===== src/rtl/game_pkg.sv =====
// rtl/game_pkg.sv - shared phase codes and level limits for the SymCounter round controller
package game_pkg;
    localparam int LEVEL_W   = 4;
    localparam int MIN_LEVEL = 1;

    typedef enum logic [2:0] {
        PH_IDLE        = 3'd0,
        PH_PRELIM_REQ  = 3'd1,
        PH_PRELIM_WAIT = 3'd2,
        PH_GAME        = 3'd3,
        PH_RESULT_WIN  = 3'd4,
        PH_RESULT_LOSE = 3'd5,
        PH_CHAMPION    = 3'd6,
        PH_ILLEGAL     = 3'd7
    } phase_e;
endpackage


===== src/rtl/sync_edge_pulse.sv =====
// rtl/sync_edge_pulse.sv - 2-FF synchroniser plus registered rising-edge pulse
module sync_edge_pulse (
    input  logic clk,
    input  logic rst_n,
    input  logic din,
    output logic pulse
);
    logic s1_q, s1_d;
    logic s2_q, s2_d;
    logic s3_q, s3_d;
    logic pulse_q, pulse_d;

    always_comb begin
        s1_d    = din;
        s2_d    = s1_q;
        s3_d    = s2_q;
        pulse_d = s2_q & ~s3_q;
    end

    always_ff @(posedge clk or negedge rst_n) begin
        if (!rst_n) begin
            s1_q    <= 1'b0;
            s2_q    <= 1'b0;
            s3_q    <= 1'b0;
            pulse_q <= 1'b0;
        end else begin
            s1_q    <= s1_d;
            s2_q    <= s2_d;
            s3_q    <= s3_d;
            pulse_q <= pulse_d;
        end
    end

    assign pulse = pulse_q;
endmodule


===== src/rtl/game_phase_sequencer.sv =====
// rtl/game_phase_sequencer.sv - round FSM: prelim request, countdown wait, game, result hold
module game_phase_sequencer
    import game_pkg::*;
#(
    parameter int MAX_LEVEL        = 9,
    parameter int RESULT_HOLD_S    = 3,
    parameter int PRELIM_TIMEOUT_S = 15
) (
    input  logic               Clk100M,
    input  logic               Rst_n,
    input  logic               Clk1Hz,
    input  logic               startBtn,
    input  logic               abortBtn,
    input  logic               gameSig,
    input  logic               roundDone,
    input  logic               roundWin,
    output logic               prelimSig,
    output logic               gameStart,
    output logic [LEVEL_W-1:0] curLevel,
    output logic [2:0]         phase,
    output logic               timeoutErr
);
    localparam int CNT_MAX = (RESULT_HOLD_S > PRELIM_TIMEOUT_S) ? RESULT_HOLD_S : PRELIM_TIMEOUT_S;
    localparam int CNT_W   = $clog2(CNT_MAX + 1);

    logic sec_tick, start_edge, abort_edge, game_edge;

    sync_edge_pulse u_sec   (.clk(Clk100M), .rst_n(Rst_n), .din(Clk1Hz),   .pulse(sec_tick));
    sync_edge_pulse u_start (.clk(Clk100M), .rst_n(Rst_n), .din(startBtn), .pulse(start_edge));
    sync_edge_pulse u_abort (.clk(Clk100M), .rst_n(Rst_n), .din(abortBtn), .pulse(abort_edge));
    sync_edge_pulse u_game  (.clk(Clk100M), .rst_n(Rst_n), .din(gameSig),  .pulse(game_edge));

    phase_e             state_q, state_d;
    logic [LEVEL_W-1:0] level_q, level_d;
    logic [CNT_W-1:0]   cnt_q, cnt_d, cnt_inc;
    logic               terr_q, terr_d;
    logic               prelim_q, prelim_d;
    logic               gstart_q, gstart_d;

    always_comb begin
        state_d  = state_q;
        level_d  = level_q;
        cnt_d    = cnt_q;
        terr_d   = terr_q;
        prelim_d = 1'b0;
        gstart_d = 1'b0;
        cnt_inc  = (cnt_q == CNT_W'(CNT_MAX)) ? cnt_q : cnt_q + CNT_W'(1);

        // Pulses are registered so they line up with the first cycle of the new state.
        if (abort_edge && (state_q != PH_IDLE)) begin
            state_d = PH_IDLE;
        end else begin
            case (state_q)
                PH_IDLE: begin
                    if (start_edge) begin
                        state_d  = PH_PRELIM_REQ;
                        terr_d   = 1'b0;
                        prelim_d = 1'b1;
                    end
                end
                PH_PRELIM_REQ: begin
                    cnt_d   = '0;
                    state_d = PH_PRELIM_WAIT;
                end
                PH_PRELIM_WAIT: begin
                    if (game_edge) begin
                        state_d  = PH_GAME;
                        gstart_d = 1'b1;
                    end else if (sec_tick) begin
                        cnt_d = cnt_inc;
                        if (cnt_inc >= CNT_W'(PRELIM_TIMEOUT_S)) begin
                            state_d = PH_IDLE;
                            terr_d  = 1'b1;
                        end
                    end
                end
                PH_GAME: begin
                    if (roundDone) begin
                        cnt_d   = '0;
                        state_d = roundWin ? PH_RESULT_WIN : PH_RESULT_LOSE;
                    end
                end
                PH_RESULT_WIN: begin
                    if (sec_tick) begin
                        cnt_d = cnt_inc;
                        if (cnt_inc >= CNT_W'(RESULT_HOLD_S)) begin
                            if (level_q >= LEVEL_W'(MAX_LEVEL)) begin
                                state_d = PH_CHAMPION;
                                level_d = LEVEL_W'(MAX_LEVEL);
                            end else begin
                                state_d  = PH_PRELIM_REQ;
                                level_d  = level_q + LEVEL_W'(1);
                                prelim_d = 1'b1;
                            end
                        end
                    end
                end
                PH_RESULT_LOSE: begin
                    if (sec_tick) begin
                        cnt_d = cnt_inc;
                        if (cnt_inc >= CNT_W'(RESULT_HOLD_S)) begin
                            state_d = PH_IDLE;
                            level_d = LEVEL_W'(MIN_LEVEL);
                        end
                    end
                end
                PH_CHAMPION: begin
                    level_d = LEVEL_W'(MAX_LEVEL);
                    if (start_edge) begin
                        state_d  = PH_PRELIM_REQ;
                        level_d  = LEVEL_W'(MIN_LEVEL);
                        prelim_d = 1'b1;
                    end
                end
                default: state_d = PH_IDLE;
            endcase
        end
    end

    always_ff @(posedge Clk100M or negedge Rst_n) begin
        if (!Rst_n) begin
            state_q  <= PH_IDLE;
            level_q  <= LEVEL_W'(MIN_LEVEL);
            cnt_q    <= '0;
            terr_q   <= 1'b0;
            prelim_q <= 1'b0;
            gstart_q <= 1'b0;
        end else begin
            state_q  <= state_d;
            level_q  <= level_d;
            cnt_q    <= cnt_d;
            terr_q   <= terr_d;
            prelim_q <= prelim_d;
            gstart_q <= gstart_d;
        end
    end

    assign prelimSig  = prelim_q;
    assign gameStart  = gstart_q;
    assign curLevel   = level_q;
    assign phase      = state_q;
    assign timeoutErr = terr_q;
endmodule


===== config.mk =====
export PLATFORM = sky130hd
export DESIGN_NAME = game_phase_sequencer
export DESIGN_NICKNAME = d
export VERILOG_FILES = /design/src/rtl/game_pkg.sv /design/src/rtl/sync_edge_pulse.sv /design/src/rtl/game_phase_sequencer.sv
export SDC_FILE = /design/constraint.sdc
export NUM_CORES = 1
export LEC_CHECK = 0
export BUFFER_PORTS_ARGS = -buffer_cell sky130_fd_sc_hd__buf_2
export CAP_MARGIN = 10
export CELL_PAD_IN_SITES_DETAIL_PLACEMENT = 1
export CELL_PAD_IN_SITES_GLOBAL_PLACEMENT = 2
export CORE_MARGIN = 4
export CORE_UTILIZATION = 37
export DETAILED_ROUTE_END_ITERATION = 8
export HOLD_SLACK_MARGIN = 0.03
export PLACE_DENSITY = 0.88
export SETUP_SLACK_MARGIN = 0.5
export SKIP_LAST_GASP = 1
export SLEW_MARGIN = 10
export SYNTH_ARGS = -nofsm -noshare
export SYNTH_HDL_FRONTEND = slang
export SYNTH_SLANG_ARGS = --single-unit

===== constraint.sdc =====
create_clock -name Clk100M -period 3.09 [get_ports Clk100M]
set_clock_uncertainty 0.15 [all_clocks]
set_input_delay 0.618 -clock Clk100M [delete_from_list [all_inputs] [get_ports Clk100M]]
set_output_delay 0.618 -clock Clk100M [all_outputs]
set_load 0.01 [all_outputs]

==> summary.md <==
| Metric | Value |
|---|---|
| Status | `completed` |
| Pre-CTS WS | `0.687 ns` |
| Startpoint types | `register` |
| Post-synthesis sequential area ratio | `49.4%` |
| Hold Path Stages | `0` |
| Die span in y | `72.2 um` |
| Post-Syn Instances | `143` |
| Htree depth | `2` |
| Nets | `171` |
| Sw frac | `40.4%` |
| Slew Viols, Final | `0` |
| Combinational power share | `38.3%` |
| Cell taking the most area after synthesis | `dfrtp_1` |
| Crit-path slowest cell | `dfrtp_1` |
| CTS Sinks | `30` |
| Max-Cap Viols | `0` |
| Reg power frac | `39.6%` |
| Fin crit share | `78.6%` |
| Routing usage on met2 | `23.0%` |
| DRC violations left | `0` |
| Relative slew slack | `56.3%` |
| Filler Cells Inserted | `460` |
| FFs w/ async S/R, synth | `100%` |
| Final setup violation count | `0` |
| I/O Buffers | `17` |
| DR pass1 iterations | `3` |
| Clock Path Buffers | `2` |
| IO Pins | `18` |
| Setup TNS | `0 ns` |
| P_int | `0.000892 W` |
| Final WS setup | `0.662 ns` |
| Core Area | `0.00400 mm^2` |
| DP HPWL | `2310 um` |
| Dominant cells by area after synthesis | `dfrtp_1 (48%), ha_1 (3.3%), a21oi_1 (3.0%)` |
| Die X | `72.2 um` |
| # hold bufs at CTS | `0` |
| Fmax | `412 MHz` |
| Slew @ Worst Pin | `0.655 ns` |
| DRT iter0 DRCs | `106` |
| Clock power frac | `22.1%` |
| Die area | `0.00521 mm^2` |
| Hold endpoint | `u_abort.s2_q` |
| CP Max Fanout | `8` |
| Worst VDD drop | `0.000297 V` |
| GRT overflow | `0` |
| Syn_area_per_cell | `10.6 um^2` |
| Layout area overhead | `11.3%` |
| R2R Path Start | `cnt_q[0]` |
| Ys Warns | `0` |
| RSZ-0062 raised after global routing | `no` |
| CTS buffer count | `5` |
| Leak Pwr | `0.743 nW` |
| Setup Buffers After CTS | `0` |
| GR Util met3 | `4.57%` |
| Routed wire per std cell | `15.6 um` |
| Clk_lat worst skew | `0.28 ns` |
| Clock-pin slew on the worst setup and hold paths | `0.07 ns` |
| Number of flops mapped to enable cells by yosys | `0` |
| CP arrival | `2.45 ns` |
| Crit path largest cell delay | `0.47 ns` |
| Initial antenna violation count | `0` |
| Post-cts resize count | `0` |
| Most common cell in the netlist | `dfrtp_1` |
| Overall routing resource usage | `14.9%` |
| Layout cells sized above 1 | `20.0%` |
| Critical path class | `register to register` |
| Critical-path cell list | `ha_1 > a21bo_1 > a2111o_1 > o22ai_2 > nor3_1 > a311o_1` |
| Row count | `23` |
| GP Congestion | `0.881` |
| Met1 Track Usage GR | `18.6%` |
| R2R cell count | `6` |
| CTS tree | `done` |
| Final WL | `3280 um` |
| Reg-to-reg slack, setup | `0.66 ns` |
| Vias after detailed routing | `1176` |
| Top FF cell, synth | `dfrtp_1` |
| Largest net degree at the start of global routing | `31` |
| N_diodes | `0` |
| Worst r2r dst | `phase[1]` |
| Final Hold Fails | `0` |
| P per Cell Area | `883 mW/mm^2` |
| Net Sw Power | `0.000605 W` |
| Initial Util | `38.1%` |
| CTS root buffer | `clkbuf_8` |
| Drt via density | `5.60` |
| Commonest cells in the netlist | `dfrtp_1 (29), a21oi_1 (9), nor2_1 (8)` |
| Synth Net Count | `155` |
| First-pass GRT wire length | `6000 um` |
| Synthesized cell area | `0.00152 mm^2` |
| CP endpoint kind | `register` |
| Grt peak-use layer | `met2` |
| Hold_sp | `u_abort.s1_q` |
| Flops & latches, synth | `30` |
| Data required time at the worst endpoint | `3.11 ns` |
| Min-delay worst type | `register to register` |
| Netlist cell types | `54` |
| Yosys top cell area share | `47.7%` |
| Final Critical Period | `2.43 ns` |
| Number of global-route vias before repair | `1264` |
| Routed Antenna Nets | `0` |
==> kinds of logic after synthesis <==
logic type / after synthesis / share of synthesized area, %
xor+xnor: 1 / 0.575
mux: 3 / 2.05
buf+inv: 15 / 6.33
fa+ha+maj: 4 / 3.29
simple gates: 50 / 19.3
flops: 30 / 49.4
compound gates: 40 / 19.1
==> cell usage in the layout (no fill, tap or decap), types with 3 or more instances in the layout <==
master / n
nand3_1: 5
nand2_1: 4
clkbuf_8: 6
nor2b_1: 5
ha_1: 4
nand2b_1: 6
inv_1: 7
nor3_1: 4
buf_2: 17
a21oi_1: 9
nand3b_1: 3
dfrtp_1: 29
o21ai_0: 7
nor2_1: 8
==> routing by layer <==
metal	part of all wire [%]	wire (um)
met5	0	0
met4	2.7	89
met3	4.7	154
met2	47	1530
met1	46	1510
==> power by group through the flow <==
| stage | combinational (W) | clock [W] | sequential (W) |
|---|---|---|---|
| after floorplan | 0.000509 | 0 | 0.000541 |
| after global placement | 0.000555 | 0 | 0.000588 |
| after detailed placement | 0.000575 | 0 | 0.000600 |
| after CTS | 0.000577 | 0.000344 | 0.000593 |
| after global routing | 0.000657 | 0.000365 | 0.000616 |
| final | 0.000574 | 0.000330 | 0.000593 |
==> cell type report <==
| cell class | count | area [um^2] | share of cell area, % |
|---|---|---|---|
| flip-flops and latches | 30 | 752 | 44.4 |
| multi-input cells | 98 | 674 | 39.8 |
| repair buffers | 17 | 85.1 | 5.02 |
| clock buffers | 6 | 82.6 | 4.87 |
| well taps | 50 | 62.6 | 3.69 |
| inverters | 7 | 26.3 | 1.55 |
| clock inverters | 2 | 12.5 | 0.738 |
==> worst max-delay path by stage <==
| stage | start | endpoint | slack [ns] | cells after the start |
|---|---|---|---|---|
| after floorplan | cnt_q[0] | phase[1] | 0.90 | 6 |
| after global placement | cnt_q[0] | phase[1] | 0.79 | 6 |
| after detailed placement | cnt_q[0] | phase[1] | 0.69 | 6 |
| after CTS | cnt_q[0] | phase[1] | 0.66 | 6 |
| after global routing | cnt_q[0] | phase[1] | 0.50 | 6 |
| final | cnt_q[0] | phase[1] | 0.66 | 6 |
==> critical path, delay by kind of cell (launching register included) <==
kind                       cells  cell delay [ns]
AOI/OAI and AO/OA              4             1.29
DFF                            1             0.47
adders and majority gates      1             0.32
and+or+nand+nor                1             0.09
==> metrics by stage <==
step           instance area, um^2  utilization, %  cells  power, W  hold WS [ns]
2_1_floorplan                 1520               -    143   0.00105         0.172
3_3_place_gp                  1600            40.0    202   0.00114         0.183
3_5_place_dp                  1600            40.0    202   0.00117         0.186
4_1_cts                       1700            42.4    210   0.00151         0.201
5_1_grt                       1700            42.4    210   0.00164         0.207
6_report                      1700            42.4    210   0.00150         0.198
Power figures use the tool's default switching activity.
